==> config.mk <==
export PLATFORM = sky130hd
export DESIGN_NAME = mem_arbiter
export DESIGN_NICKNAME = d
export VERILOG_FILES = /design/src/rtl/mem_arbiter.sv
export SDC_FILE = /design/constraint.sdc
export NUM_CORES = 1
export LEC_CHECK = 0
export ABC_AREA = 1
export CORE_MARGIN = 10
export CORE_UTILIZATION = 36
export CTS_CLUSTER_DIAMETER = 150
export DETAILED_ROUTE_END_ITERATION = 16
export PLACE_DENSITY = 0.8
export SYNTH_ARGS = -nofsm -noshare
export SYNTH_HDL_FRONTEND = slang
export SYNTH_SLANG_ARGS = --single-unit
==> constraint.sdc <==
create_clock -name clk -period 1.8 [get_ports clk]
set_input_delay 0.36 -clock clk [delete_from_list [all_inputs] [get_ports clk]]
set_output_delay 0.36 -clock clk [all_outputs]
set_load 0.02 [all_outputs]
==> src/rtl/mem_arbiter.sv <==
// Single-outstanding arbiter between the fetch (I) and data (D) ports of a shared variable-latency memory.
// D wins by default; a streak counter forces an I grant after STARVE_MAX consecutive D grants.
module mem_arbiter #(
  parameter int ADDR_W     = 16,
  parameter int DATA_W     = 16,
  parameter int STARVE_MAX = 3
) (
  input  logic              clk,
  input  logic              rst,
  input  logic              i_req,
  input  logic [ADDR_W-1:0] i_addr,
  input  logic              i_kill,
  output logic [DATA_W-1:0] i_rdata,
  output logic              i_done,
  output logic              i_stall,
  input  logic              d_req,
  input  logic              d_wr,
  input  logic [ADDR_W-1:0] d_addr,
  input  logic [DATA_W-1:0] d_wdata,
  output logic [DATA_W-1:0] d_rdata,
  output logic              d_done,
  output logic              d_stall,
  output logic              mem_req,
  output logic              mem_wr,
  output logic [ADDR_W-1:0] mem_addr,
  output logic [DATA_W-1:0] mem_wdata,
  input  logic [DATA_W-1:0] mem_rdata,
  input  logic              mem_done,
  output logic              busy
);

  localparam int STREAK_W = $clog2(STARVE_MAX + 1);
  localparam logic [STREAK_W-1:0] STREAK_LIMIT = STREAK_W'(STARVE_MAX);

  typedef enum logic [1:0] {IDLE, BUSY_I, BUSY_D, DONE} state_t;

  state_t              state_reg, state_next;
  logic [STREAK_W-1:0] streak_reg, streak_next;
  logic                kill_flag_reg, kill_flag_next;
  logic                store_reg, store_next;
  logic                i_done_reg, i_done_next;
  logic                d_done_reg, d_done_next;
  logic [DATA_W-1:0]   i_rdata_reg, i_rdata_next;
  logic [DATA_W-1:0]   d_rdata_reg, d_rdata_next;

  logic i_elig, d_elig, force_i, grant_d, grant_i;

  assign i_elig  = i_req & ~i_kill;
  assign d_elig  = d_req;
  assign force_i = i_elig & (streak_reg == STREAK_LIMIT);
  assign grant_d = d_elig & ~force_i;
  assign grant_i = i_elig & ~grant_d;

  always_comb begin
    state_next     = state_reg;
    streak_next    = streak_reg;
    kill_flag_next = kill_flag_reg;
    store_next     = store_reg;
    i_done_next    = 1'b0;
    d_done_next    = 1'b0;
    i_rdata_next   = i_rdata_reg;
    d_rdata_next   = d_rdata_reg;
    mem_req        = 1'b0;
    mem_wr         = 1'b0;
    mem_addr       = '0;
    mem_wdata      = '0;

    case (state_reg)
      IDLE: begin
        if (grant_d) begin
          // Issue strobe is gated by reset so nothing leaks out while rst is low
          mem_req    = rst;
          mem_wr     = d_wr;
          mem_addr   = d_addr;
          mem_wdata  = d_wdata;
          store_next = d_wr;
          state_next = BUSY_D;
          if (!i_elig)
            streak_next = '0;
          else if (streak_reg != STREAK_LIMIT)
            streak_next = streak_reg + STREAK_W'(1);
        end else if (grant_i) begin
          mem_req        = rst;
          mem_addr       = i_addr;
          streak_next    = '0;
          kill_flag_next = 1'b0;
          state_next     = BUSY_I;
        end
      end

      BUSY_I: begin
        if (i_kill)
          kill_flag_next = 1'b1;
        if (mem_done) begin
          if (kill_flag_reg || i_kill) begin
            // Redirected fetch: swallow the data and skip the completion cycle
            kill_flag_next = 1'b0;
            state_next     = IDLE;
          end else begin
            i_done_next  = 1'b1;
            i_rdata_next = mem_rdata;
            state_next   = DONE;
          end
        end
      end

      BUSY_D: begin
        if (mem_done) begin
          d_done_next = 1'b1;
          if (!store_reg)
            d_rdata_next = mem_rdata;
          state_next = DONE;
        end
      end

      DONE:    state_next = IDLE;
      default: state_next = IDLE;
    endcase
  end

  always_ff @(posedge clk or negedge rst) begin
    if (!rst) begin
      state_reg     <= IDLE;
      streak_reg    <= '0;
      kill_flag_reg <= 1'b0;
      store_reg     <= 1'b0;
      i_done_reg    <= 1'b0;
      d_done_reg    <= 1'b0;
      i_rdata_reg   <= '0;
      d_rdata_reg   <= '0;
    end else begin
      state_reg     <= state_next;
      streak_reg    <= streak_next;
      kill_flag_reg <= kill_flag_next;
      store_reg     <= store_next;
      i_done_reg    <= i_done_next;
      d_done_reg    <= d_done_next;
      i_rdata_reg   <= i_rdata_next;
      d_rdata_reg   <= d_rdata_next;
    end
  end

  assign i_done  = i_done_reg;
  assign d_done  = d_done_reg;
  assign i_rdata = i_rdata_reg;
  assign d_rdata = d_rdata_reg;
  assign i_stall = i_req & ~i_done_reg;
  assign d_stall = d_req & ~d_done_reg;
  assign busy    = (state_reg != IDLE);

endmodule
==> results of run 1 <==
layer usage:
metal,track usage,share of wire
met4,0.0403,0.0098
met3,0.0903,0.13
met5,0,0
met2,0.234,0.43
met1,0.181,0.42
cell type report:
class	instances	area, µm²
flip-flops and latches	40	1000
fillers	492	1910
multi-input cells	161	877
clock inverters	2	60.1
well taps	75	93.8
inverters	63	249
clock buffers	5	68.8
repair buffers	164	1620
cell families (layout without fill, tap and decap cells):
kind of cell             after synthesis  count (layout)  share of synthesized area
AO/OA/AOI/OAI                         53              53                      0.175
adder cells (fa/ha/maj)                1               1                    0.00578
buffers and inverters                 73             234                      0.151
flip-flops                            40              40                      0.462
AND/OR/NAND/NOR                      107             107                      0.206
synth_stat cells:
library cell / count / area [µm²]
nand3_1: 3 / 15.0
nand2_2: 2 / 12.5
buf_2: 4 / 20.0
buf_6: 6 / 67.6
dfrtp_1: 40 / 1000
a21oi_1: 1 / 5.00
nand3_2: 2 / 20.0
inv_1: 59 / 221
nand2_1: 71 / 267
o21ai_2: 26 / 228
o211ai_4: 1 / 21.3
inv_4: 1 / 6.26
o21ai_0: 8 / 40.0
nand3_4: 1 / 17.5
nor2_1: 26 / 97.6
nor2_4: 1 / 11.3
o21ai_1: 17 / 85.1
inv_2: 3 / 11.3
nor2_2: 1 / 6.26
ha_1: 1 / 12.5
cell usage in the layout (no fill, tap or decap), types with 4 or more instances in the layout:
cell / count
inv_2: 6
dfrtp_1: 40
buf_12: 4
nand2_1: 71
nor2_1: 24
clkbuf_8: 5
buf_4: 33
inv_1: 56
o21ai_2: 33
buf_6: 19
clkdlybuf4s50_1: 101
o21ai_1: 17
power breakdown:
part / total, mW / internal (mW) / switching, mW
Sequential: 1.50 / 1.29 / 0.214
Clock: 0.849 / 0.546 / 0.303
Combinational: 3.18 / 1.51 / 1.68
Total: 5.53 / 3.34 / 2.19
worst max-delay path by stage:
stage                              start            to  slack, ns
4_1_cts        streak_reg[1]$_DFFE_PN0P_   mem_addr[7]      -0.19
5_1_grt        streak_reg[1]$_DFFE_PN0P_   mem_addr[4]      -0.26
3_5_place_dp                       i_req  mem_addr[13]      -0.68
6_report       streak_reg[1]$_DFFE_PN0P_   mem_addr[4]      -0.19
3_3_place_gp                       i_req  mem_addr[13]      -0.64
2_1_floorplan  streak_reg[0]$_DFFE_PN0P_  mem_wdata[0]       0.12
repair_timing:
item	4_1_cts	5_1_grt
resized for setup	224	5
pin swaps	3	0
hold buffers	0	0
setup buffers	1	0
hold endpoints to repair	0	0
cloned	1	0
endpoints found under the setup margin	36	33
through the flow:
step                      worst slack (ns)  TNS [ns]  area (µm²)  cells  hold WS (ns)
final                               -0.195     -4.31        3970    510         0.133
after global placement              -0.642    -21.35        3770    501         0.464
after detailed placement            -0.677    -22.15        3770    501         0.469
after CTS                           -0.195     -4.81        3960    510         0.143
after floorplan                      0.118         0        2170    274        0.0644
after global routing                -0.256     -6.78        3970    510         0.177
==> results.md, run 1 <==
- Outcome: complete, but fails checks
- Failing checks: setup timing
- # clock sinks: 40
- Yosys reg bits: 40
- Final setup fails: 33
- Skew-Pair Late Insertion Delay: about 0.29 ns
- Vias per inst: between 4 and 5
- I/O pin total: 142
- Setup CP Type: flop to output port
- Clock Tree Buf Depth: 2
- First-pass GRT wire length: 12,200 µm
- Crit path depth: 6
- Core area: around 5900 µm²
- Post-synth cell types: 20
- Die H: a little under 100 µm
- CP arrival: between 1.5 and 2 ns
- Synth Net Count: approximately 350
- Slew HR: 0.662
- Total track usage: 0.154
- Reg2Reg Setup Slack: between 0.4 and 0.5 ns
- Most Frequent Cell on Critical Path: buf_6
- Syn Area/Cell: between 7 and 8 µm²
- R2r worst-path depth: 7
- RSZ-0062 raised after global routing: yes
- Top delay family on crit path: buffers and inverters
- CP Capture Type: output port
- Share of cells above drive strength 1: 0.274
- Worst Hold Class: input pin to asynchronous set/reset pin
- Initial core utilization: 0.368
- CTS tree: built
- Synth Cell Area: between 2000 and 2500 µm²
- PD cells: ~1400 nW/µm²
- DRT Pass-1 Iters: 4
- Die ar.: roughly 9500 µm²
- Row count: 28
- Avg WL per Cell: around 15 µm
- Initial antenna violation count: 0
- DRT iter0 DRCs: 39
- Chain of cells forming the critical path: ha_2 -> buf_6 -> o211ai_4 -> buf_12 -> o21ai_2 -> buf_6
- Ant. Diodes: 0
- RR Startpoint: streak_reg[1]$_DFFE_PN0P_
- Cts bufs inserted: 5
- Critical path launch point type: flop
- Fmax achieved: roughly 0.50 GHz
- Final Hold Viols: 0
- CTS Root Cell: clkbuf_8
- WP buf/inv: 3
- Register area share after synthesis: 0.462
- Crit Reg-Reg Endpoint: kill_flag_reg$_DFFE_PN0P_
- Number of H-tree levels: 2
- Remaining DRCs: 0
- Via count: around 2,300
- Critical-path cell with the highest stage delay: dfrtp_1
- Clock Skews: 0.00965 ns
- Vias in the first global route: between 2,000 and 2,500
- Leak pwr: between 2 and 2.5 nW
- Clk pin slew, worst setup/hold paths: 0.08 ns
- Total gr overflow: 0
- Final nets: 507
- Slew @ Worst Pin: 0.506 ns
- Final Power: 5.53 mW
- Die Wd: between 90 and 100 µm
- Post-Synthesis Cells: between 200 and 300
- Largest net degree at the start of global routing: 41
- Finished Core Util: 0.675
- Max_cap viols: 0
- Layout area overhead: 83.4%
- ANT nets after route: 0
- Min cycle time layout: ~2.0 ns
- Yosys warnings: 0
- Maximum fanout along the worst path: 8
- Max Transition Viols Final: 0
- Total Wirelength: between 7000 and 8000 µm
- Slowest stage delay, CP: a little under 0.4 ns
- Detail Placement HPWL: 5980 µm
- Peak supply drop: between 0.9 and 1 mV
- Period utilization: 1.11
- PnR worst setup slack: -0.195 ns
- RD Place Congestion: about 0.8
- Data required, critical path: roughly 1.4 ns
- IO buf count: about 140
(Power assumes the default switching activity.)
==> run 2: changes to the inputs <==
--- a/config.mk
+++ b/config.mk
@@ -11,6 +11,7 @@
 export CTS_CLUSTER_DIAMETER = 150
 export DETAILED_ROUTE_END_ITERATION = 16
 export PLACE_DENSITY = 0.8
+export SKIP_CTS_REPAIR_TIMING = 1
 export SYNTH_ARGS = -nofsm -noshare
 export SYNTH_HDL_FRONTEND = slang
 export SYNTH_SLANG_ARGS = --single-unit
==> run 2 against run 1 <==
Net effect:
- the flow still finishes with violations (setup timing)
- sequential share of layout area shrank 0.20 points
- critical path depth stayed put
- total power is 0.55% higher
- final cell count is 0.20% higher
- first-iteration DRC count rose by 13%
- largest cell class unchanged
==> results.md, run 2 (synthesis results as in run 1) <==
- Worst Hold Class: input pin to asynchronous set/reset pin (unchanged)
- Sequential power share: 0.270 (was 0.272)
- Final setup fails: 33 (unchanged)
- CP Capture Type: output port (unchanged)
- Multi-input gate area in the final layout: 898 µm² (was 877 µm²)
- Clock Skews: 0.0100 ns (was 0.00965 ns)
- Leak pwr: 2.07 nW (was 2.04 nW)
- Final Hold Viols: 0 (unchanged)
- Max Transition Viols Final: 0 (unchanged)
- Initial antenna violation count: 0 (unchanged)
- Initial core utilization: 0.368 (unchanged)
- Ant. Diodes: 0 (unchanged)
- Via count: 2,264 (was 2,254)
- Min cycle time layout: 1.98 ns (was 1.99 ns)
- PnR worst setup slack: -0.183 ns (was -0.195 ns)
- Number of H-tree levels: 2 (unchanged)
- Max_cap viols: 0 (unchanged)
- Clk network pwr share: 0.153 (about the same)
- Reg2Reg Setup Slack: 0.45 ns (was 0.42 ns)
- Finished Core Util: 0.680 (was 0.675)
- RD Place Congestion: 0.807 (unchanged)
- Row count: 28 (unchanged)
- ANT nets after route: 0 (unchanged)
- PD cells: 1390 nW/µm² (about the same)
- Placed insts: 501 (unchanged)
- Die Wd: 97.6 µm (unchanged)
- Fillers: 486 (was 492)
- Setup CP Type: flop to output port (unchanged)
- Period utilization: 1.10 (was 1.11)
- CP arrival: 1.62 ns (was 1.63 ns)
- Remaining DRCs: 0 (unchanged)
- P_sw: 2.20 mW (was 2.19 mW)
- Die H: 97.6 µm (unchanged)
- Skew-Pair Late Insertion Delay: 0.29 ns (about the same)
- Slew HR: 0.663 (was 0.662)
- Fin cells: 511 (was 510)
- Final Power: 5.56 mW (was 5.53 mW)
- Total track usage: 0.150 (was 0.154)
- Commonest non-fill, non-tap cells in the layout: clkdlybuf4s50_1 (101), nand2_1 (70), inv_1 (57) (was clkdlybuf4s50_1 (101), nand2_1 (71), inv_1 (56))
- CTS Root Cell: clkbuf_8 (unchanged)
- CTS tree: built (unchanged)
- Cts bufs inserted: 5 (unchanged)
- Most common cell after layout, fill and taps aside: clkdlybuf4s50_1 (unchanged)
- Clock Tree Buf Depth: 2 (unchanged)
- Fin Setup TNS: -4.07 ns (was -4.31 ns)
- CP startpoint: streak_reg[1]$_DFFE_PN0P_ (unchanged)
- CP Capture Point: mem_addr[4] (unchanged)
- DRT iter0 DRCs: 44 (was 39)
- Sw Share: 0.396 (about the same)
- Int Power: 3.36 mW (was 3.34 mW)
- Largest net degree at the start of global routing: 41 (unchanged)
- Crit Reg-Reg Endpoint: store_reg$_DFFE_PN0P_ (was kill_flag_reg$_DFFE_PN0P_)
- Share of cells above drive strength 1: 0.275 (was 0.274)
- Fmax achieved: 0.504 GHz (was 0.501 GHz)
- First-pass GRT wire length: 11,900 µm (was 12,200 µm)
- # clock sinks: 40 (unchanged)
- Layout area overhead: 84.8% (was 83.4%)
- IO buf count: 141 (unchanged)
- Vias per inst: 4.43 (was 4.42)
- RSZ-0062 raised after global routing: yes (unchanged)
- RR Startpoint: streak_reg[1]$_DFFE_PN0P_ (unchanged)
- Final nets: 508 (was 507)
- Outcome: complete, but fails checks (unchanged)
- Vias in the first global route: 2,296 (was 2,344)
- Critical path launch point type: flop (unchanged)
- Data required, critical path: 1.44 ns (about the same)
- Avg WL per Cell: 14.6 µm (was 14.7 µm)
- Clk pin slew, worst setup/hold paths: 0.08 ns (about the same)
- Maximum fanout along the worst path: 8 (unchanged)
- Detail Placement HPWL: 5980 µm (unchanged)
- Peak supply drop: 0.948 mV (was 0.946 mV)
- Failing checks: setup timing (unchanged)
- Register area: 1000 µm² (unchanged)
- Die ar.: 9520 µm² (unchanged)
- I/O pin total: 142 (unchanged)
- Core area: 5890 µm² (unchanged)
- Total gr overflow: 0 (unchanged)
- R2r worst-path depth: 7 (unchanged)
- Slew @ Worst Pin: 0.506 ns (about the same)
- Combinational share of power: 0.577 (was 0.575)
- Total Wirelength: 7470 µm (was 7510 µm)
- DRT Pass-1 Iters: 4 (unchanged)
[run 2: per-layer routing]
metal  vias up  wire [µm]  GRT usage
li1       1144          -          -
met1       999       3230      0.176
met2       113       3200      0.226
met3         8        946     0.0889
met4         0         90     0.0403
met5         -          0          0
[run 2: critical path, cell delays in order, from the launching register on]
cell and delay [ns]:
dfrtp_1 0.39, ha_2 0.20, buf_6 0.12, o211ai_4 0.23, buf_12 0.17, o21ai_1 0.07, buf_4 0.16
[run 2: worst min path at each step]
stage | endpoint | slack (ns) | depth (start not counted)
after floorplan | d_done$_DFF_PN0_ | 0.06 | 0
after global placement | d_rdata[6]$_DFFE_PN0P_ | 0.46 | 2
after detailed placement | i_rdata[7]$_DFFE_PN0P_ | 0.47 | 2
after CTS | i_rdata[3]$_DFFE_PN0P_ | 0.14 | 2
after global routing | d_rdata[8]$_DFFE_PN0P_ | 0.18 | 2
final | i_rdata[6]$_DFFE_PN0P_ | 0.13 | 2
[run 2: through the flow]
step	area (µm²)	setup WS, ns	hold slack [ns]
finish	4000	-0.183	0.132
global route	4000	-0.265	0.177
CTS	3900	-0.682	0.143
detailed placement	3770	-0.677	0.469
global placement	3770	-0.642	0.464
floorplan	2170	0.118	0.0644
[run 2: final cells by class]
type | instances | area share
repair buffers | 165 | 0.409
flip-flops and latches | 40 | 0.250
multi-input cells | 161 | 0.224
inverters | 63 | 0.0610
well taps | 75 | 0.0234
clock buffers | 5 | 0.0172
clock inverters | 2 | 0.0150
[run 2: power by group through the flow]
stage	clock network, mW	logic [mW]	registers (mW)
4_1_cts	0.879	3.14	1.51
6_report	0.850	3.21	1.50
2_1_floorplan	0	1.17	1.93
3_5_place_dp	0	3.12	1.52
5_1_grt	0.909	3.48	1.55
3_3_place_gp	0	3.07	1.50
==> run 3: changes to the inputs <==
--- a/config.mk
+++ b/config.mk
@@ -10,6 +10,7 @@
 export CORE_UTILIZATION = 36
 export CTS_CLUSTER_DIAMETER = 150
 export DETAILED_ROUTE_END_ITERATION = 16
+export GPL_TIMING_DRIVEN = 0
 export PLACE_DENSITY = 0.8
 export SKIP_CTS_REPAIR_TIMING = 1
 export SYNTH_ARGS = -nofsm -noshare
==> constraint.sdc (replaced) <==
create_clock -name clk -period 1.8 [get_ports clk]
set_input_delay 0.27 -clock clk [delete_from_list [all_inputs] [get_ports clk]]
set_output_delay 0.27 -clock clk [all_outputs]
set_load 0.02 [all_outputs]
==> run 3 against run 2 <==
Net effect:
- the run still ends with setup timing left
- core utilization is 1.6 points higher
- worst hold slack better by 0.31 ns
- first-iteration DRC count is 32% higher
- flip-flop and latch count stayed put
- final cell count stayed put
- largest power group unchanged
==> results.md, run 3 (synthesis results as in run 1) <==
- Outcome: complete, but fails checks (unchanged)
- Failing checks: setup timing (unchanged)
- Sequential power share: 0.271 (was 0.270)
- R2r worst-path depth: 5 (was 7)
- IO buf count: 141 (unchanged)
- Setup CP Type: flop to output port (unchanged)
- P_sw: 2.33 mW (was 2.20 mW)
- Final Power: 5.63 mW (was 5.56 mW)
- Max_cap viols: 0 (unchanged)
- Die H: 97.6 µm (unchanged)
- First-pass GRT wire length: 12,000 µm (was 11,900 µm)
- Combinational share of power: 0.600 (was 0.577)
- Final Hold Viols: 0 (unchanged)
- Largest net degree at the start of global routing: 26 (was 41)
- Row count: 28 (unchanged)
- Period utilization: 1.07 (was 1.10)
- Finished Core Util: 0.696 (was 0.680)
- Chain of cells forming the critical path: nor2_4 -> buf_12 -> o211ai_4 -> buf_8 -> o21ai_2 -> buf_6 (was ha_2 -> buf_6 -> o211ai_4 -> buf_12 -> o21ai_1 -> buf_4)
- Critical-path cell with the highest stage delay: dfrtp_1 (unchanged)
- Slew HR: 0.536 (was 0.663)
- Sw Share: 0.413 (was 0.396)
- Initial antenna violation count: 0 (unchanged)
- DRT Pass-1 Iters: 4 (unchanged)
- Clock Tree Buf Depth: 2 (unchanged)
- Total Wirelength: 8190 µm (was 7470 µm)
- Fin Setup TNS: -1.60 ns (was -4.07 ns)
- Vias per inst: 4.49 (was 4.43)
- Slew @ Worst Pin: 0.693 ns (was 0.506 ns)
- Skew-Pair Late Insertion Delay: 0.29 ns (about the same)
- Die ar.: 9520 µm² (unchanged)
- CP Capture Type: output port (unchanged)
- Ant. Diodes: 0 (unchanged)
- Commonest non-fill, non-tap cells in the layout: clkdlybuf4s50_1 (102), inv_1 (57), nand2_1 (56) (was clkdlybuf4s50_1 (101), nand2_1 (70), inv_1 (57))
- PD cells: 1380 nW/µm² (was 1390 nW/µm²)
- Share of cells above drive strength 1: 0.300 (was 0.275)
- Via count: 2,296 (was 2,264)
- Peak supply drop: 0.947 mV (was 0.948 mV)
- Initial core utilization: 0.368 (unchanged)
- Clk pin slew, worst setup/hold paths: 0.08 ns (about the same)
- Remaining DRCs: 0 (unchanged)
- CP arrival: 1.66 ns (was 1.62 ns)
- Fmax achieved: 0.519 GHz (was 0.504 GHz)
- CTS tree: built (unchanged)
- ANT nets after route: 0 (unchanged)
- Max Transition Viols Final: 0 (unchanged)
- Cts bufs inserted: 5 (unchanged)
- Clk network pwr share: 0.129 (was 0.153)
- Final setup fails: 23 (was 33)
- Layout area overhead: 89.0% (was 84.8%)
- Total track usage: 0.151 (was 0.150)
- Data required, critical path: 1.53 ns (was 1.44 ns)
- Die Wd: 97.6 µm (unchanged)
- # clock sinks: 40 (unchanged)
- Most common cell after layout, fill and taps aside: clkdlybuf4s50_1 (unchanged)
- Vias in the first global route: 2,270 (was 2,296)
- Number of H-tree levels: 2 (unchanged)
- Fillers: 442 (was 486)
- Min cycle time layout: 1.93 ns (was 1.98 ns)
- PnR worst setup slack: -0.129 ns (was -0.183 ns)
- Detail Placement HPWL: 6270 µm (was 5980 µm)
- Maximum fanout along the worst path: 10 (was 8)
- Register area: 1000 µm² (unchanged)
- Leak pwr: 2.10 nW (was 2.07 nW)
- RD Place Congestion: 0.799 (was 0.807)
- Int Power: 3.31 mW (was 3.36 mW)
- Avg WL per Cell: 16.0 µm (was 14.6 µm)
- I/O pin total: 142 (unchanged)
- Final nets: 507 (was 508)
- RSZ-0062 raised after global routing: yes (unchanged)
- Worst Hold Class: input pin to asynchronous set/reset pin (unchanged)
- Core area: 5890 µm² (unchanged)
- Multi-input gate area in the final layout: 991 µm² (was 898 µm²)
- CTS Root Cell: clkbuf_8 (unchanged)
- Slowest stage delay, CP: 0.43 ns (was 0.39 ns)
- Critical path launch point type: flop (unchanged)
- DRT iter0 DRCs: 58 (was 44)
- Total gr overflow: 0 (unchanged)
- Clock Skews: 0.0130 ns (was 0.0100 ns)
[run 3: changes by cell type in the layout (fill, tap and decap cells not counted), sizes merged]
| cell | before | now |
|---|---|---|
| bufinv | 2 | 1 |
| clkdlybuf4s50 | 101 | 102 |
| dlymetal6s2s | 3 | 4 |
| clkinv | 0 | 1 |
| dlygate4sd3 | 0 | 2 |
| buf | 59 | 55 |
[run 3: power by group through the flow]
stage | clock, mW | sequential, mW | combinational, mW
2_1_floorplan | 0 | 1.93 | 1.17
3_3_place_gp | 0 | 1.51 | 2.97
3_5_place_dp | 0 | 1.54 | 3.03
4_1_cts | 0.744 | 1.53 | 3.04
5_1_grt | 0.771 | 1.58 | 3.64
6_report | 0.724 | 1.53 | 3.38
[run 3: final cells by class]
cell class                      count  area share
Buffer                             10      0.0248
Clock buffer                        6      0.0177
Clock inverter                      2     0.00856
Inverter                           63      0.0596
Multi-Input combinational cell    161       0.242
Sequential cell                    40       0.244
Tap cell                           75      0.0229
Timing Repair Buffer              154       0.380
[run 3: layer usage]
layer | share of wire | GRT usage | vias up
met5 | 0 | 0 | -
met4 | 0.0046 | 0.0235 | 0
met3 | 0.13 | 0.0903 | 6
met2 | 0.46 | 0.239 | 126
met1 | 0.41 | 0.174 | 1024
li1 | - | - | 1140
[run 3: critical path, delay by kind of cell, from the launching register on]
kind / cells / cell delay, ns
buffers and inverters: 3 / 0.45
DFF: 1 / 0.43
AOI/OAI and AO/OA: 2 / 0.27
and+or+nand+nor: 1 / 0.21
[run 3: final timing paths]
kind	slack, ns	endpoint	from
worst min register to register	0.49	i_rdata[10]$_DFFE_PN0P_	i_rdata[10]$_DFFE_PN0P_
worst max-delay path	-0.13	mem_addr[8]	state_reg[0]$_DFFE_PN0P_
min in group clk	0.47	streak_reg[1]$_DFFE_PN0P_	d_req
worst max register to register	0.50	kill_flag_reg$_DFFE_PN0P_	streak_reg[0]$_DFFE_PN0P_
max in group asynchronous	0.23	i_rdata[0]$_DFFE_PN0P_	rst
worst min-delay path	0.44	d_rdata[8]$_DFFE_PN0P_	rst
[run 3: stage by stage]
step	setup slack (ns)	cell area [µm²]	hold WS, ns	std cells
2_1_floorplan	0.208	2170	-0.0256	274
3_3_place_gp	-1.42	3670	0.465	490
3_5_place_dp	-0.550	3690	0.221	491
4_1_cts	-0.727	3790	-0.102	499
5_1_grt	-0.203	4090	0.473	511
6_report	-0.129	4090	0.442	511
